## src/rtl/feature_addr_pkg.sv

```systemverilog
// Shared constants and FSM encoding for the feature address sequencer.
package feature_addr_pkg;

    localparam int NUM_RECTS  = 3;
    localparam int W_ADDR_DEF = 14;
    localparam int W_CNT_DEF  = 10;

    typedef enum logic [0:0] {
        IDLE  = 1'b0,
        ISSUE = 1'b1
    } state_t;

endpackage

```

## src/rtl/addr_fork.sv

```systemverilog
// Broadcast fork: one source word to NUM_BR valid/ready branches, 0-cycle latency.
// A branch drops valid once it has accepted; the source retires when every branch has taken it.
module addr_fork #(
    parameter int NUM_BR = 3,
    parameter int W_DAT  = 14
) (
    input  logic                           clk,
    input  logic                           rst,
    input  logic                           src_vld,
    input  logic [W_DAT-1:0]               src_dat,
    output logic [NUM_BR-1:0]              br_vld,
    input  logic [NUM_BR-1:0]              br_rdy,
    output logic [NUM_BR-1:0][W_DAT-1:0]   br_dat,
    output logic                           all_accepted
);

    logic [NUM_BR-1:0] sent_q;
    logic [NUM_BR-1:0] sent_d;
    logic [NUM_BR-1:0] fire;

    always_comb begin
        br_vld       = src_vld ? ~sent_q : '0;
        fire         = br_vld & br_rdy;
        all_accepted = src_vld && (&(sent_q | fire));
        // Clearing on the retiring cycle lets the next word go out without a bubble.
        sent_d       = all_accepted ? '0 : (sent_q | fire);
        for (int n = 0; n < NUM_BR; n++) begin
            br_dat[n] = src_dat;
        end
    end

    always_ff @(posedge clk) begin
        if (rst) begin
            sent_q <= '0;
        end else begin
            sent_q <= sent_d;
        end
    end

endmodule

```

## src/rtl/feature_addr_gen.sv

```systemverilog
// Walks base..base+len-1 and broadcasts each address to the three rect ROM readers.
// First address 1 cycle after command accept; advances only when all branches accept.
module feature_addr_gen
    import feature_addr_pkg::*;
#(
    parameter int W_ADDR = W_ADDR_DEF,
    parameter int W_CNT  = W_CNT_DEF
) (
    input  logic              clk,
    input  logic              rst,
    input  logic              stage_valid,
    output logic              stage_ready,
    input  logic [W_ADDR-1:0] stage_base,
    input  logic [W_CNT-1:0]  stage_len,
    output logic              rect0_addr_valid,
    input  logic              rect0_addr_ready,
    output logic [W_ADDR-1:0] rect0_addr_data,
    output logic              rect1_addr_valid,
    input  logic              rect1_addr_ready,
    output logic [W_ADDR-1:0] rect1_addr_data,
    output logic              rect2_addr_valid,
    input  logic              rect2_addr_ready,
    output logic [W_ADDR-1:0] rect2_addr_data,
    output logic              feat_last,
    output logic              stage_done
);

    state_t                state_q, state_d;
    logic [W_ADDR-1:0]     base_q, base_d;
    logic [W_CNT-1:0]      len_q, len_d;
    logic [W_CNT-1:0]      cnt_q, cnt_d;
    logic [W_ADDR-1:0]     addr_q, addr_d;
    logic                  last_q, last_d;
    logic                  done_q, done_d;

    logic                                  all_accepted;
    logic [NUM_RECTS-1:0]                  br_vld;
    logic [NUM_RECTS-1:0]                  br_rdy;
    logic [NUM_RECTS-1:0][W_ADDR-1:0]      br_dat;

    always_comb begin
        state_d = state_q;
        base_d  = base_q;
        len_d   = len_q;
        cnt_d   = cnt_q;
        addr_d  = addr_q;
        last_d  = last_q;
        done_d  = 1'b0;
        case (state_q)
            IDLE: begin
                if (stage_valid) begin
                    if (stage_len != '0) begin
                        state_d = ISSUE;
                        base_d  = stage_base;
                        len_d   = stage_len;
                        cnt_d   = '0;
                        addr_d  = stage_base;
                        last_d  = (stage_len == W_CNT'(1));
                    end else begin
                        done_d  = 1'b1;
                    end
                end
            end
            ISSUE: begin
                if (all_accepted) begin
                    if (last_q) begin
                        state_d = IDLE;
                        cnt_d   = '0;
                        last_d  = 1'b0;
                        done_d  = 1'b1;
                    end else begin
                        cnt_d   = cnt_q + W_CNT'(1);
                        // Address arithmetic wraps modulo 2^W_ADDR by design.
                        addr_d  = base_q + W_ADDR'(cnt_d);
                        last_d  = (cnt_d == len_q - W_CNT'(1));
                    end
                end
            end
            default: state_d = IDLE;
        endcase
    end

    always_ff @(posedge clk) begin
        if (rst) begin
            state_q <= IDLE;
            base_q  <= '0;
            len_q   <= '0;
            cnt_q   <= '0;
            addr_q  <= '0;
            last_q  <= 1'b0;
            done_q  <= 1'b0;
        end else begin
            state_q <= state_d;
            base_q  <= base_d;
            len_q   <= len_d;
            cnt_q   <= cnt_d;
            addr_q  <= addr_d;
            last_q  <= last_d;
            done_q  <= done_d;
        end
    end

    assign br_rdy = {rect2_addr_ready, rect1_addr_ready, rect0_addr_ready};

    addr_fork #(
        .NUM_BR (NUM_RECTS),
        .W_DAT  (W_ADDR)
    ) u_fork (
        .clk          (clk),
        .rst          (rst),
        .src_vld      (state_q == ISSUE),
        .src_dat      (addr_q),
        .br_vld       (br_vld),
        .br_rdy       (br_rdy),
        .br_dat       (br_dat),
        .all_accepted (all_accepted)
    );

    assign stage_ready      = (state_q == IDLE);
    assign stage_done       = done_q;
    assign feat_last        = last_q;
    assign rect0_addr_valid = br_vld[0];
    assign rect1_addr_valid = br_vld[1];
    assign rect2_addr_valid = br_vld[2];
    assign rect0_addr_data  = br_dat[0];
    assign rect1_addr_data  = br_dat[1];
    assign rect2_addr_data  = br_dat[2];

endmodule

```

## config.mk

```make
export PLATFORM = sky130hd
export DESIGN_NAME = feature_addr_gen
export DESIGN_NICKNAME = d
export VERILOG_FILES = /design/src/rtl/feature_addr_pkg.sv /design/src/rtl/addr_fork.sv /design/src/rtl/feature_addr_gen.sv
export SDC_FILE = /design/constraint.sdc
export NUM_CORES = 1
export LEC_CHECK = 0
export BUFFER_PORTS_ARGS = -buffer_cell sky130_fd_sc_hd__buf_2
export CORE_MARGIN = 2
export CORE_UTILIZATION = 45
export CTS_CLUSTER_DIAMETER = 80
export DETAILED_ROUTE_END_ITERATION = 10
export GPL_ROUTABILITY_DRIVEN = 0
export PLACE_DENSITY_LB_ADDON = 0.08
export SETUP_SLACK_MARGIN = 0.15
export SLEW_MARGIN = 20
export SYNTH_ARGS = -nofsm -noshare
export SYNTH_HDL_FRONTEND = slang
export SYNTH_SLANG_ARGS = --single-unit
```

## constraint.sdc

```tcl
create_clock -name clk -period 2.9 [get_ports clk]
set_input_delay 0.435 -clock clk [delete_from_list [all_inputs] [get_ports clk]]
set_output_delay 0.435 -clock clk [all_outputs]
set_load 0.005 [all_outputs]
```

==> run metrics, run 1 <==
run status finished, final reports clean; Final Worst Setup Slack 0.269 ns; Nets 542; Clk Latency, worst-skew pair 0.31 ns; Rel. slew slack 59.4%; startpoint types flop; leading area contributor after synthesis dfxtp_1; top post-synthesis cells by area dfxtp_1, a21oi_1, nand2_1, buf_4, ha_1; layout cells sized above 1 25.4%; Die X 90.5 µm; count of different cell masters after synthesis 52; MaxCap Viol Count 0; clock skew 0.0101 ns; Primary FF master, synth dfxtp_1; Worst Path Arrival 2.88 ns; HPWL after DPL 6600 µm; area share of the largest cell type after synthesis 32.1%; Max Freq 380 MHz; final period utilization 90.7%; kind of critical path reg2reg; CP Capture Type flop; r2r setup slk 0.27 ns; Internal Power 1.21 mW; DR vias 3,239; synthesized area per cell 7.73 µm²; crit-path max FO 7; antenna violation net count after detailed routing 0; Synth Warn # 0; CTS tree built; Placed Instances 587; worst r2r dst addr_q[10]; Pre-antenna DRT Iters 4; fill cell count 745; root buf cell clkbuf_8; CTS H-tree depth 2; final std cells w/o fill 596; critical path buffer and inverter count 0; number of top-level pins 78; Die ar. 8200 µm²; hold endpoint base_q[11]; pre-CTS WS 0.0892 ns; initial core utilization 46.5%; drt wl/cell 14.6 µm; worst vdd ir 0.216 mV; Core ar. 7250 µm²; FFs w/ async S/R, synth 0%; worst path required time 3.15 ns; r2r worst-path depth 9; GR Overflow Total 0; worst hold start stage_base[11]; cts hold-fix bufs 0; Top delay family on crit path simple AND/OR/NAND/NOR gates; Vias per Instance 5.43; WHS Path Cells 3; endpoints failing setup 0; commonest non-fill, non-tap cell in the layout buf_2; vias in the first global route 2,943; most frequent cells in the layout buf_2, nand2_1, a21oi_1, dfxtp_1, nor2_1; CP most frequent cell a21oi_1; crit path time final 2.63 ns; slowest CP cell or4_1; largest net degree at the start of global routing 32; # DRC 0; RSZ-0062 raised after global routing false; row count 31; Comb pwr share 21.3%; Num CTS Buffers 5; Hold Path Class in2reg; ordered list of cells on the worst path nand3_1 -> or4_1 -> nand2_1 -> ha_1 -> a21oi_1 -> o211ai_1 -> a21boi_1 -> mux2_2 -> a21oi_1; fin. max-slew vios 0; Mapped Cells 436; Mapped Area 3370 µm²; Leak 1.77 nW; area delta synth->final 17.5%; worst r2r src cnt_q[2]; overall power 1.71 mW; Routed Wire Length 8710 µm; Net Sw Frac 29.0%; delay of the slowest critical-path stage 0.51 ns; Clk pwr share 30.0%; register area share after synthesis 32.1%; IO Port Bufs 77; pwr/cell area 431 nW/µm²; Total Routing Usage GR 21.1%; Mapped Nets 482; Worst-Margin Slew 0.609 ns; final hold vios 0; Post-synth EDFFs 0; setup tns final 0 ns; switching power total 0.495 mW; number of antenna repair diodes 0; Seq cells post-synth 54; Clock Sinks 54; Clock transition at path regs 0.10 ns; Die Height 90.5 µm; initial antenna violation count 0; Sequential Power Share 48.7%; clock buffer depth 2; first-pass GRT wire length 14,300 µm; initial DRC count 173
[through the flow]
step / instance area, µm² / hold WS, ns / util (%)
detailed placement: 3770 / 0.453 / 52.0
floorplan: 3370 / 0.436 / -
global route: 3960 / 0.362 / 54.6
finish: 3960 / 0.356 / 54.6
global placement: 3770 / 0.449 / 52.0
CTS: 3890 / 0.360 / 53.7
[sequential cells by signal (all words and copies together) (netlist names)]
register       count
cnt_q             10
u_fork.sent_q      3
len_q             10
addr_q            14
stage_done         1
feat_last          1
state_q            1
base_q            14
[layer usage]
layer | global-route usage [%] | share of wire [%] | vias to the layer above
li1 | - | - | 1643
met4 | 4.87 | 0.85 | 0
met5 | 0 | 0 | -
met2 | 35.6 | 47 | 69
met3 | 2.92 | 3.6 | 6
met1 | 28.6 | 49 | 1521
[logic make-up after synthesis]
kind of cell / count (synthesis) / synth area share, %
xor+xnor: 21 / 5.46
compound gates: 111 / 20.5
mux: 8 / 2.41
simple gates: 166 / 23.5
fa+ha+maj: 16 / 6.16
flops: 54 / 32.1
buf+inv: 60 / 9.87
[timing repair]
item / 4_1_cts / 5_1_grt
buffers inserted: 0 / 1
setup endpoints to repair: 4 / 5
cloned: 0 / 0
gates resized for setup: 4 / 12
pin swaps: 0 / 1
[synth_stat cells, types with 2 or more instances]
library cell  instances
a21o_1                6
a311oi_1              2
or4_1                 5
nor2b_1               2
and4_1                3
o21a_1                3
nand4b_1              2
nor3b_1               2
buf_4                28
nor4_1                3
nand2b_1              3
or3_1                 5
ha_1                 15
buf_2                 2
a31oi_1               2
clkbuf_1             15
nand3_1               8
mux2i_1               7
a211oi_1             11
nand2_1              63
or2_2                 2
nor2_1               35
nand4_1               5
a41oi_1               2
o21ai_0              10
o31ai_1               4
dfxtp_1              54
nor4b_1               2
a22oi_1               2
a21boi_0              4
a21oi_1              53
o211ai_1              5
xnor2_1              11
nor3_1               21
inv_1                12
buf_1                 2
xor2_1               10
[worst min-delay path, delay by kind of cell]
kind	cells	cell delay, ns
buffers and inverters	1	0.10
AO/OA/AOI/OAI	1	0.05
AND/OR/NAND/NOR	1	0.05
[power groups by stage]
stage / Sequential [mW] / Clock, mW / Combinational, mW
after floorplan: 0.837 / 0 / 0.267
after global placement: 0.846 / 0 / 0.361
after detailed placement: 0.848 / 0 / 0.362
after CTS: 0.832 / 0.517 / 0.364
after global routing: 0.840 / 0.551 / 0.401
final: 0.831 / 0.512 / 0.364
[worst max path at each step]
| stage | start | end | slack [ns] | cells past startpoint |
|---|---|---|---|---|
| 2_1_floorplan | cnt_q[0] | addr_q[13] | 0.21 | 11 |
| 3_3_place_gp | cnt_q[0] | addr_q[9] | 0.14 | 11 |
| 3_5_place_dp | cnt_q[0] | addr_q[9] | 0.09 | 11 |
| 4_1_cts | cnt_q[2] | addr_q[9] | 0.16 | 10 |
| 5_1_grt | cnt_q[2] | addr_q[11] | 0.15 | 11 |
| 6_report | cnt_q[2] | addr_q[10] | 0.27 | 9 |
[final cells by class]
type	instances	area [µm²]	area share [%]
Multi-Input combinational cell	322	2040	51.4
Inverter	13	48.8	1.23
Clock inverter	1	30.0	0.758
Clock buffer	7	76.3	1.93
Timing Repair Buffer	100	558	14.1
Sequential cell	54	1090	27.5
Tap cell	99	124	3.13
No activity file was read; power rests on OpenSTA's default activity.
==> run 2, diff against run 1 <==
ABC_AREA = 1   (was unset)
BUFFER_PORTS_ARGS = unset   (was -buffer_cell sky130_fd_sc_hd__buf_2)
DONT_BUFFER_PORTS = 1   (was unset)
==> run 2 against run 1 <==
Compared with the run above: hold slack lost 0.18 ns; register-to-register slack gained 0.14 ns; synthesized cell count grew 28%; global-route usage grew 1.4 points.
==> run metrics, run 2 <==
Seq cells post-synth 54 (unchanged); Rel. slew slack 42.8% (-17 points); count of different cell masters after synthesis 35 (-33%); Max Freq 401 MHz (+5.5%); final hold vios 0 (unchanged); IO Port Bufs 0 (-100%); final std cells w/o fill 626 (+5.0%); Mapped Nets 604 (+25%); registers with the most flip-flops addr_q (14), base_q (14); Synth Warn # 0 (unchanged); crit-path max FO 6 (-1); Final Worst Setup Slack 0.407 ns (+0.137 ns); crit path time final 2.49 ns (-0.137 ns); Routed Wire Length 9440 µm (+8.3%); startpoint types flop; row count 32 (+3.2%); Clk Latency, worst-skew pair 0.31 ns (about the same); RSZ-0062 raised after global routing false; finished layout cell area 3600 µm² (-9.0%); Worst Path Arrival 2.66 ns (-0.22 ns); fin. max-slew vios 0 (unchanged); Worst-Margin Slew 0.857 ns (+0.248 ns); overall power 1.64 mW (-4.0%); first-pass GRT wire length 15,700 µm (+10%); commonest non-fill, non-tap cell in the layout nand2_1; CTS H-tree depth 2 (unchanged); layout cells sized above 1 6.68% (-19 points); CP Capture Type flop; run status finished, final reports clean; Nets 569 (+5.0%); pre-CTS WS 0.315 ns (+0.226 ns); hold slack final 0.177 ns (-0.180 ns); Mapped Area 3640 µm² (+7.9%); largest net degree at the start of global routing 28 (-13%); fill cell count 836 (+12%); final period utilization 86.0% (-4.7 points); DR vias 3,319 (+2.5%); Num CTS Buffers 5 (unchanged); Core ar. 7770 µm² (+7.1%); most common cell in the netlist nand2_1; synthesized area per cell 6.52 µm² (-16%); antenna violation net count after detailed routing 0 (unchanged); setup tns final 0 ns (unchanged); most frequent cells in the layout nand2_1, nor2_1, inv_1, dfxtp_1, a21oi_1; clock skew 0.00833 ns (-0.00176 ns); Clock transition at path regs 0.11 ns (about the same); Multi-input gate area 2030 µm² (-0.18%); FF+latch area 1090 µm² (unchanged); Core Util, Final 46.4% (-8.2 points); Die ar. 8820 µm² (+7.5%); Primary FF master, synth dfxtp_1; initial antenna violation count 0 (unchanged); Clock Sinks 54 (unchanged); GR Overflow Total 0 (unchanged); register area share after synthesis 29.7% (-2.3 points); pwr/cell area 454 nW/µm² (+5.4%); endpoints failing setup 0 (unchanged); drt wl/cell 15.1 µm (+3.1%); Post-synth EDFFs 0 (unchanged); Total Routing Usage GR 22.5% (+1.4 points); kind of critical path reg2reg; Mapped Cells 558 (+28%); number of top-level pins 78 (unchanged); Synth top cells by count nand2_1, nor2_1, dfxtp_1; initial DRC count 165 (-4.6%); MaxCap Viol Count 0 (unchanged); HPWL after DPL 7130 µm (+8.2%); vias in the first global route 3,077 (+4.6%); Vias per Instance 5.30 (-2.4%); initial core utilization 46.8% (+0.34 points); area share of the largest cell type after synthesis 29.7% (-2.3 points); area delta synth->final -0.860%; # DRC 0 (unchanged); Pre-antenna DRT Iters 5 (+1); worst vdd ir 0.246 mV (+14%); Leak 1.63 nW (-8.1%); Hold Path Class in2reg; placed instance area 3490 µm² (-7.3%); number of antenna repair diodes 0 (unchanged); Die X 93.9 µm (+3.7%); Die Height 93.9 µm (+3.7%); worst path required time 3.07 ns (-0.08 ns); FFs w/ async S/R, synth 0% (unchanged); cts hold-fix bufs 0 (unchanged); Placed Instances 618 (+5.3%); CTS tree built; clock buffer depth 2 (unchanged); top post-synthesis cells by area dfxtp_1, nand2_1, nor2_1, a21oi_1, buf_4; leading area contributor after synthesis dfxtp_1; root buf cell clkbuf_8
run 2: changes by cell type in the layout (fill, tap and decap cells not counted), moves of 16 or more:
cell,previous run,this run
inv_1,12,51
nor3_1,21,1
nand2_1,63,121
o21ai_0,10,32
nor2_1,35,67
o21ai_1,0,16
buf_4,23,7
buf_2,77,0
nand3_1,8,46
run 2: worst paths after layout:
| path | start | end | slack, ns | cells past startpoint |
|---|---|---|---|---|
| min reg2reg | base_q[13] | base_q[13] | 0.48 | 2 |
| max | cnt_q[2] | addr_q[8] | 0.41 | 11 |
| min | rst | addr_q[12] | 0.18 | 1 |
| max reg2reg | cnt_q[2] | addr_q[8] | 0.41 | 11 |
run 2: per-layer routing:
layer / share of wire, % / vias up / wire length, µm / track usage (%)
li1: - / 1721 / - / -
met2: 43 / 103 / 4100 / 35.4
met4: 0.81 / 0 / 76 / 5.56
met3: 7.2 / 4 / 682 / 3.85
met5: 0 / - / 0 / 0
met1: 49 / 1491 / 4580 / 31.9
run 2: power breakdown:
part           total, mW  internal (mW)  switching [mW]  leakage [nW]
clock network      0.461          0.193           0.268        0.0472
registers          0.854          0.793          0.0609         0.446
logic              0.323          0.112           0.211          1.13
total               1.64           1.10           0.541          1.63
run 2: cells by family after synthesis:
kind of cell / Yosys count / synth area share, %
flops: 54 / 29.7
simple gates: 253 / 29.2
xor+xnor: 13 / 3.13
compound gates: 117 / 17.5
fa+ha+maj: 16 / 5.71
buf+inv: 105 / 14.7
run 2: worst max-delay path: stages (launching register included):
cell and delay (ns):
dfxtp_1 0.43, nand3_1 0.22, nor2_1 0.25, xor2_1 0.25, ha_1 0.29, a21oi_1 0.22
o21ai_1 0.13, inv_1 0.07, nand2_1 0.05, or2_2 0.27, nand3_1 0.08, a31oi_1 0.09
run 2: final cells by class:
class,instances,share of cell area [%]
Clock buffer,6,2.29
Clock inverter,2,0.347
Inverter,56,5.83
Multi-Input combinational cell,399,56.4
Sequential cell,54,30.2
Tap cell,102,3.54
Timing Repair Buffer,7,1.46
run 2: timing repair:
action,in CTS,in global routing
resized for setup,0,8
buffers inserted,0,0
endpoints found under the setup margin,0,7
==> run 3, diff against run 2 <==
CORE_MARGIN = 3   (was 2)
REMOVE_ABC_BUFFERS = 1   (was unset)
==> run 3 against run 2 <==
Compared with the run above: clock power is 38% higher; final area rose by 0.56%; register-to-register slack gained 0.02 ns; routed wire length decreased by 4.5%; critical path depth increased by 6; sequential power down 0.5%; sequential share of layout area down 0.24 points; utilization is 0.26 points higher; power increased by 9.8%; clock skew increased by 0.0038 ns; hold slack lost 0.0067 ns; combinational power is 2% lower; largest power group unchanged.
==> run metrics, run 3 (synthesis results as in run 2) <==
run status finished, final reports clean; commonest non-fill, non-tap cell in the layout nand2_1; Vias per Instance 5.18 (-2.4%); Core Util, Final 46.7% (+0.26 points); row count 32 (unchanged); Pre-antenna DRT Iters 4 (-1); IO Port Bufs 0 (unchanged); Placed Instances 614 (-0.65%); Clock Sinks 54 (unchanged); FF+latch area 1080 µm² (-0.23%); MaxCap Viol Count 0 (unchanged); antenna violation net count after detailed routing 0 (unchanged); global routing usage on met3 3.91% (+0.057 points); Clock transition at path regs 0.11 ns (about the same); GR Overflow Total 0 (unchanged); Rel. slew slack 57.5% (+15 points); Routed Wire Length 9010 µm (-4.5%); Worst-Margin Slew 0.636 ns (-0.221 ns); Multi-input gate area 2040 µm² (+0.25%); final hold vios 0 (unchanged); crit-path max FO 7 (+1); initial core utilization 46.8% (unchanged); grt met2 use 32.4% (-3.0 points); cts hold-fix bufs 0 (unchanged); worst r2r src cnt_q[0]; layout cells sized above 1 6.15% (-0.53 points); HPWL after DPL 6840 µm (-4.1%); Die ar. 9190 µm² (+4.3%); clock skew 0.0121 ns (+0.00379 ns); Total Routing Usage GR 20.2% (-2.3 points); r2r setup slk 0.42 ns (+0.02 ns); most frequent cells in the layout nand2_1, nor2_1, inv_1, dfxtp_1, a21oi_1; first-pass GRT wire length 14,600 µm (-7.0%); setup tns final 0 ns (unchanged); gr busiest metal met2; Clk Latency, worst-skew pair 0.31 ns (about the same); CTS tree built; registers with the most flip-flops addr_q (14), base_q (14); startpoint types flop; met1 usage 28.2% (-3.7 points); finished layout cell area 3620 µm² (+0.56%); vias in the first global route 2,980 (-3.2%); DR vias 3,220 (-3.0%); area delta synth->final -0.310%; pre-CTS WS 0.313 ns (-0.00177 ns); Max Freq 404 MHz (+0.73%); largest net degree at the start of global routing 32 (+14%); # DRC 0 (unchanged); worst vdd ir 0.318 mV (+29%); Num CTS Buffers 5 (unchanged); CP Capture Type flop; Final Worst Setup Slack 0.425 ns (+0.0180 ns); CTS H-tree depth 2 (unchanged); initial DRC count 123 (-25%); worst r2r dst addr_q[11]; Worst Path Arrival 2.73 ns (+0.07 ns); number of antenna repair diodes 0 (unchanged); hold slack final 0.170 ns (-0.00668 ns); crit path time final 2.48 ns (-0.0180 ns); root buf cell clkbuf_8; number of top-level pins 78 (unchanged); hold endpoint stage_done; clock buffer depth 2 (unchanged); initial antenna violation count 0 (unchanged); worst hold start rst; r2r worst-path depth 17 (+6); pwr/cell area 496 nW/µm² (+9.2%); RSZ-0062 raised after global routing false; Leak 1.63 nW (+0.25%); Die X 95.9 µm (+2.1%); WHS Path Cells 1 (unchanged); kind of critical path reg2reg; fill cell count 841 (+0.60%); worst path required time 3.16 ns (+0.09 ns); Core ar. 7770 µm² (unchanged); Nets 565 (-0.70%); placed instance area 3460 µm² (-0.86%); drt wl/cell 14.5 µm (-3.9%); fin. max-slew vios 0 (unchanged); overall power 1.80 mW (+9.8%); Hold Path Class in2reg; Die Height 95.9 µm (+2.1%); endpoints failing setup 0 (unchanged); final std cells w/o fill 622 (-0.64%); final period utilization 85.4% (-0.62 points)
run 3: layer usage:
layer  routed length [µm]  share of wire (%)
met5                    0                  0
met4                   47               0.52
met3                  436                4.8
met2                 4080                 45
met1                 4450                 49
run 3: critical path: stages (launching register included):
cell	delay [ns]
dfxtp_2	0.40
ha_2	0.22
nand2_1	0.08
inv_1	0.08
nand2_1	0.07
inv_1	0.07
nand3_1	0.06
nand2_1	0.11
inv_1	0.07
ha_1	0.36
nand2_1	0.12
o21ai_0	0.23
nand2_1	0.07
nand3_1	0.11
a21oi_1	0.07
o21ai_0	0.10
nand2_1	0.09
a21oi_1	0.12
run 3: what timing repair did:
item / 4_1_cts / 5_1_grt
gates resized for setup: 0 / 8
setup endpoints to repair: 0 / 5
buffers inserted: 0 / 0
run 3: cell type report:
cell class              instances  area share (%)
repair buffers                  3           0.621
flip-flops and latches         54            29.9
clock buffers                   6            2.28
inverters                      56            5.80
multi-input cells             399            56.2
well taps                     102            3.52
clock inverters                 2            1.66
run 3: how the worst max path moves through the flow:
| stage | from | endpoint | slack, ns | cells after the start |
|---|---|---|---|---|
| 2_1_floorplan | cnt_q[0] | addr_q[8] | 0.65 | 16 |
| 3_3_place_gp | cnt_q[0] | addr_q[11] | 0.37 | 17 |
| 3_5_place_dp | cnt_q[0] | addr_q[8] | 0.31 | 11 |
| 4_1_cts | cnt_q[0] | addr_q[8] | 0.28 | 11 |
| 5_1_grt | cnt_q[0] | addr_q[13] | 0.15 | 16 |
| 6_report | cnt_q[0] | addr_q[11] | 0.42 | 17 |
run 3: power breakdown:
group          switching, mW  total (mW)  internal (mW)  leakage, nW
combinational          0.207       0.315          0.108         1.11
clock                  0.265       0.634          0.369       0.0714
sequential            0.0564       0.850          0.793        0.446
